## src/rtl/output_arbiter_4.sv

```systemverilog
// output_arbiter_4: per-output round-robin arbiter for a 4-input NoC switch stage.
// Holds a registered one-hot grant for a whole wormhole packet (or one flit when LOCK_EN = 0).
`default_nettype none

module output_arbiter_4 #(
   parameter bit LOCK_EN = 1'b1
) (
   input  logic       clk,
   input  logic       rstn,
   input  logic [3:0] req_i,
   input  logic [3:0] tail_i,
   input  logic       out_ready_i,
   output logic [3:0] grant_o,
   output logic [3:0] ack_o,
   output logic       valid_o,
   output logic       busy_o
);

   typedef enum logic [0:0] {
      IDLE   = 1'b0,
      LOCKED = 1'b1
   } state_t;

   state_t     state, state_next;
   logic [3:0] grant, grant_next;
   logic [1:0] ptr, ptr_next;
   logic [3:0] winner;
   logic [1:0] gidx;
   logic       transfer;
   logic       release_grant;

   // Round-robin scan starting at ptr; first requester wins.
   always_comb begin
      logic       found;
      logic [1:0] idx;
      winner = 4'b0000;
      found  = 1'b0;
      idx    = 2'd0;
      for (int k = 0; k < 4; k++) begin
         idx = ptr + 2'(k);
         if (!found && req_i[idx]) begin
            winner = 4'b0001 << idx;
            found  = 1'b1;
         end
      end
   end

   assign gidx          = {grant[3] | grant[2], grant[3] | grant[1]};
   assign transfer      = (|(grant & req_i)) & out_ready_i;
   assign release_grant = transfer & (tail_i[gidx] | !LOCK_EN);

   always_ff @(posedge clk or negedge rstn) begin
      if (!rstn) begin
         state <= IDLE;
         grant <= 4'b0000;
         ptr   <= 2'd0;
      end else begin
         state <= state_next;
         grant <= grant_next;
         ptr   <= ptr_next;
      end
   end

   always_comb begin
      state_next = state;
      grant_next = grant;
      ptr_next   = ptr;
      case (state)
         IDLE: begin
            grant_next = 4'b0000;
            if (|req_i) begin
               grant_next = winner;
               state_next = LOCKED;
            end
         end
         LOCKED: begin
            if (release_grant) begin
               grant_next = 4'b0000;
               state_next = IDLE;
               ptr_next   = gidx + 2'd1;
            end
         end
         default: begin
            grant_next = 4'b0000;
            state_next = IDLE;
         end
      endcase
   end

   assign grant_o = grant;
   assign ack_o   = grant & req_i & {4{out_ready_i}};
   assign valid_o = |(grant & req_i);
   assign busy_o  = (state == LOCKED);

   a_onehot0 : assert property (@(posedge clk) disable iff (!rstn) $onehot0(grant_o));
   a_ack_sub : assert property (@(posedge clk) disable iff (!rstn) (ack_o & ~grant_o) == 4'b0000);
   a_lock    : assert property (@(posedge clk) disable iff (!rstn) ((grant_o != 4'b0000) == (state == LOCKED)));

endmodule

`default_nettype wire

```

## config.mk

```make
export PLATFORM = sky130hd
export DESIGN_NAME = output_arbiter_4
export DESIGN_NICKNAME = d
export VERILOG_FILES = /design/src/rtl/output_arbiter_4.sv
export SDC_FILE = /design/constraint.sdc
export NUM_CORES = 1
export LEC_CHECK = 0
export ABC_CLOCK_PERIOD_IN_PS = 2800
export CORE_MARGIN = 8
export CORE_UTILIZATION = 40
export CTS_CLUSTER_SIZE = 28
export DETAILED_ROUTE_END_ITERATION = 8
export PLACE_DENSITY_LB_ADDON = 0.2
export SLEW_MARGIN = 20
export SYNTH_ARGS = -nofsm -noshare
export SYNTH_HDL_FRONTEND = slang
export SYNTH_SLANG_ARGS = --single-unit
```

## constraint.sdc

```tcl
create_clock -name clk -period 2.8 [get_ports clk]
set_input_delay 0.56 -clock clk [delete_from_list [all_inputs] [get_ports clk]]
set_output_delay 0.56 -clock clk [all_outputs]
set_load 0.1 [all_outputs]
```

### After elaboration in Yosys (flattened, before gate mapping)

Index checks and enable logic that the tools add are counted.

| storage, ports and cells | value |
|---|---|
| register bits | 7 |
| latch bits | 0 |
| bits in writable memories | 0 |
| memory bits (read-only) | 0 |
| input port bits | 11 |
| output and inout bits | 10 |
| word-level logic and storage cells | 56 |
| memories kept | 0 |

| cells by class | value |
|---|---|
| add/sub/neg operators | 4 |
| multiply operators | 0 |
| div/mod/pow operators | 0 |
| magnitude comparators | 5 |
| equal/unequal tests | 1 |
| shifts and indexed selects | 4 |
| mux-type cells | 23 |
| bitwise logic cells | 7 |
| reduce and logical (&&, ||, !) cells | 9 |

Operator list:

| kind | number |
|---|---|
| $mux W4 | 6 |
| $shl A1 B2 Y4 const A | 4 |
| $lt A2 B3 Y1 const B | 5 |
| $bmux W1 S2 | 5 |
| $mux W1 | 10 |
| $and A4 B4 Y4 | 2 |
| $pmux W4 S2 | 1 |
| $reduce_or A4 Y1 | 2 |
| $add A2 B1 Y2 const B | 2 |
| $add A2 B2 Y2 const B | 2 |
| $logic_and A1 B1 Y1 | 3 |
| $logic_not A1 Y1 | 3 |
| $and A1 B1 Y1 | 2 |
| $ne A2 B1 Y1 const B | 1 |
| $or A1 B1 Y1 | 2 |
| $pmux W1 S2 | 1 |
| $reduce_and A2 Y1 | 1 |
| $not A1 Y1 | 1 |

### Longest topological paths before layout

| depth | value |
|---|---|
| depth in word-level cells | 14 |
| mapped depth | 8 |
| mapped depth without buffers | 6 |

### Least setup slack after synthesis

OpenSTA, ideal clock, no wires.

| path | value |
|---|---|
| path type | reg2out |
| from | register grant[1], in the netlist grant_o[1] |
| to | output valid_o |
| arrival | 2.064 ns |
| data required time | 2.240 ns |
| path slack | 0.176 ns |
| stages on the path, launching flop included | 4 |
| path buffers | 1 |
| path through | dfrtp_1 > clkbuf_1 > a22oi_1 > nand2_1 |

| on the way | value |
|---|---|
| word-level cells in the longest chain between the ends | 2 |

RTL lines:

| element | line | text |
|---|---|---|
| start, declared | 25 | `logic [3:0] grant, grant_next;` |
| start signal, assigned | 59 | `grant <= grant_next;` |
| $and A4 B4 Y4 | 92 | `assign valid_o = \|(grant & req_i);` |
| $reduce_or A4 Y1 | 92 |  |
| end, declared | 15 | `output logic valid_o,` |

Every way passes these cells.

### Worst setup path after layout

| path | value |
|---|---|
| from | input req_i[3] |
| to | register grant[1], in the netlist grant_o[1] |

| on the way | value |
|---|---|
| word-level cells in the longest chain between the ends | 14 |
| elaborated cells between the ends (all ways) | 29 |
| classes of those cells | eq/ne (1); mux (17); bitwise (3); reduce/logical (8) |

RTL lines:

| element | line | text |
|---|---|---|
| start, declared | 10 | `input logic [3:0] req_i,` |
| $bmux W1 S2 | 41 | `if (!found && req_i[idx]) begin` |
| $mux W1 (implied by the code) | 41 |  |
| $mux W1 | 41 |  |
| $logic_not A1 Y1 | 41 |  |
| $logic_and A1 B1 Y1 | 41 |  |
| $mux W1 | 41 |  |
| $logic_not A1 Y1 | 41 |  |
| $logic_and A1 B1 Y1 | 41 |  |
| $mux W1 | 41 |  |
| $logic_not A1 Y1 | 41 |  |
| $logic_and A1 B1 Y1 | 41 |  |
| $mux W4 | 41 |  |
| $mux W4 | 71 | `if (\|req_i) begin` |
| $pmux W4 S2 | 68 | `case (state)` |

Several ways; a longest one is shown, not always the timed one. The select of a mux whose other input is x is not followed.
A chain may end at the register's enable or synchronous reset.

==> reports/metrics.cfg <==
[run_status]
status = complete, no violations

[synthesis]
synthFlopType = dfrtp_1
yosys_warnings = 0
netlist_area_sq_um = 727
synth_top_cell_by_area = dfrtp_1
synth_fp_nets = 92
ys_seq_elements = 7
yosysSeqAreaShare_pct = 24.1
yosys.area.top_type_share_pct = 24.1
avgSynthCellArea_sq_um = 9.57
synthCells = 76
async_flop_share_pct = 100
synth_edf_count = 0
yosysUniqueCellTypes = 28
yosys-top-cells-area = dfrtp_1, ha_1, mux4_1, mux4_2, a32o_1

[drt]
drt_wl_total_um = 1890
wl_per_cell_um = 15.2
ant_nets = 0
drt_iter0_drc = 10
viasPerCell = 5.51
dr_total_vias = 689
post-route-drc-count = 0
dr.pass1.iters = 4

[clock_network]
htreeDepth = 1
clk_latency_ns = 0.26
hold_buffers = 0
cts_setup_buffers = 0
cts_root_buffer = clkbuf_4
cts_tree = yes
clk_pin_slew_worst_paths_ns = 0.05
clock_path_buffers = 2
cts_resized = 0
numCtsBuffers = 3
cts.sinks = 7

[global_route]
track_usage_pct = 12.1
grt_pass1_wl_um = 3320
grt_max_degree = 11
grt_pass1_vias = 733
gr-total-overflow = 0
antenna_found_initial = 0

[run]
drv_cap = 0

[critical_path]
end_kind = flop
regToRegSetupSlack_ns = 0.47
critical_path_class = in -> reg
ff2ff_path_depth = 6
startpoint_type = input port
critical_path.max_fanout = 8
r2r-end = grant_o[1]$_DFFE_PN0P_
worstPathRequired_ns = 2.95
worstPathArrival_ns = 2.54
rr_startpoint = ptr[1]$_DFFE_PN0P_

[layout]
area_growth_pct = 40.6
final_cell_mix = clkdlybuf4s50_1, buf_4, inv_1
register_area_sq_um = 175
nets = 117
fillers = 163
layout-drive-gt1-share_pct = 22.0
mostFrequentLayoutCell = clkdlybuf4s50_1
antenna_cells = 0
multi_input_area_sq_um = 492

[sta]
period_minus_slack_ns = 2.40
fmax_ghz = 0.417
relSlewSlack_pct = 70.2
rsz0062_at_grt = no
fin_worst_skew_ns = 0.00151
setup_tns_ns = 0
finalHoldViolCount = 0
setup_viol = 0
post-route-period-util_pct = 85.6
worst_pin_slew_ns = 0.445
drv_slew = 0

[die]
rows = 15
dieArea_sq_um = 3440
die_x_um = 58.6
die_h_um = 58.6
start_util_pct = 42.1
core_area_sq_um = 1730
io_pins = 21

[placed_design]
place.gp.congestion = 0.828
dp_hpwl_um = 1550
port_buffers = 20

[hold_path]
hold_path_class = in -> async

## through the flow
step	hold WS, ns	utilization, %	setup WS [ns]	cell area (sq um)	cells
6_report	0.560	59.2	0.402	1020	125
5_1_grt	0.582	59.2	0.304	1020	125
4_1_cts	0.566	59.2	0.405	1020	125
3_5_place_dp	0.576	57.7	0.130	996	121
3_3_place_gp	0.581	57.7	0.168	996	121
2_1_floorplan	0.264	-	0.176	727	76
## routing by layer
layer / part of all wire [%] / up-vias / track usage, %
met1: 45 / 320 / 14.3
met5: 0 / - / 0
met3: 6.9 / 2 / 4.78
li1: - / 340 / -
met2: 47 / 27 / 19.8
met4: 0.58 / 0 / 3.07
## critical path, cell delays in order
cell and delay [ns]:
clkdlybuf4s50_1 0.50, mux4_2 0.52, or2_1 0.32, or3_1 0.38, a32o_1 0.26
## flip-flops by register name, summed over array words and instances (netlist names)
signal and cells:
ptr 2, busy_o 1, grant_o 4
## worst max path at each step
stage / cells after the start / endpoint / from
after CTS: 5 / grant_o[1]$_DFFE_PN0P_ / req_i[3]
final: 5 / grant_o[1]$_DFFE_PN0P_ / req_i[3]
after detailed placement: 5 / grant_o[1]$_DFFE_PN0P_ / req_i[3]
after floorplan: 3 / valid_o / grant_o[1]$_DFFE_PN0P_
after global routing: 5 / grant_o[0]$_DFFE_PN0P_ / req_i[3]
after global placement: 5 / grant_o[1]$_DFFE_PN0P_ / req_i[0]
## synthesized netlist by cell type, types with 2 or more instances
library cell / count
o21ai_0: 2
mux4_2: 2
inv_1: 8
nand2b_1: 2
nand2_1: 6
nor3_1: 2
and3_1: 4
buf_6: 2
mux2i_1: 4
o221ai_1: 4
a22oi_1: 2
dfrtp_1: 7
or3_1: 4
clkbuf_1: 2
mux4_1: 2
ha_1: 5
a32o_1: 4
mux2_2: 2
nor2_1: 3
## final cells by class
cell class	instances	area share [%]
well taps	25	3.06
repair buffers	24	26.2
flip-flops and latches	7	17.1
multi-input cells	57	48.1
inverters	8	2.94
clock buffers	4	2.57
## kinds of logic after synthesis
group,after synthesis,share of synthesized area (%)
compound gates,14,15.7
xor+xnor,1,1.21
fa+ha+maj,5,8.61
buf+inv,12,8.26
flops,7,24.1
mux,10,22.0
simple gates,27,20.1
Power is not shown: default switching activity piles up to over one toggle a cycle in this logic, so the estimate is an artifact.
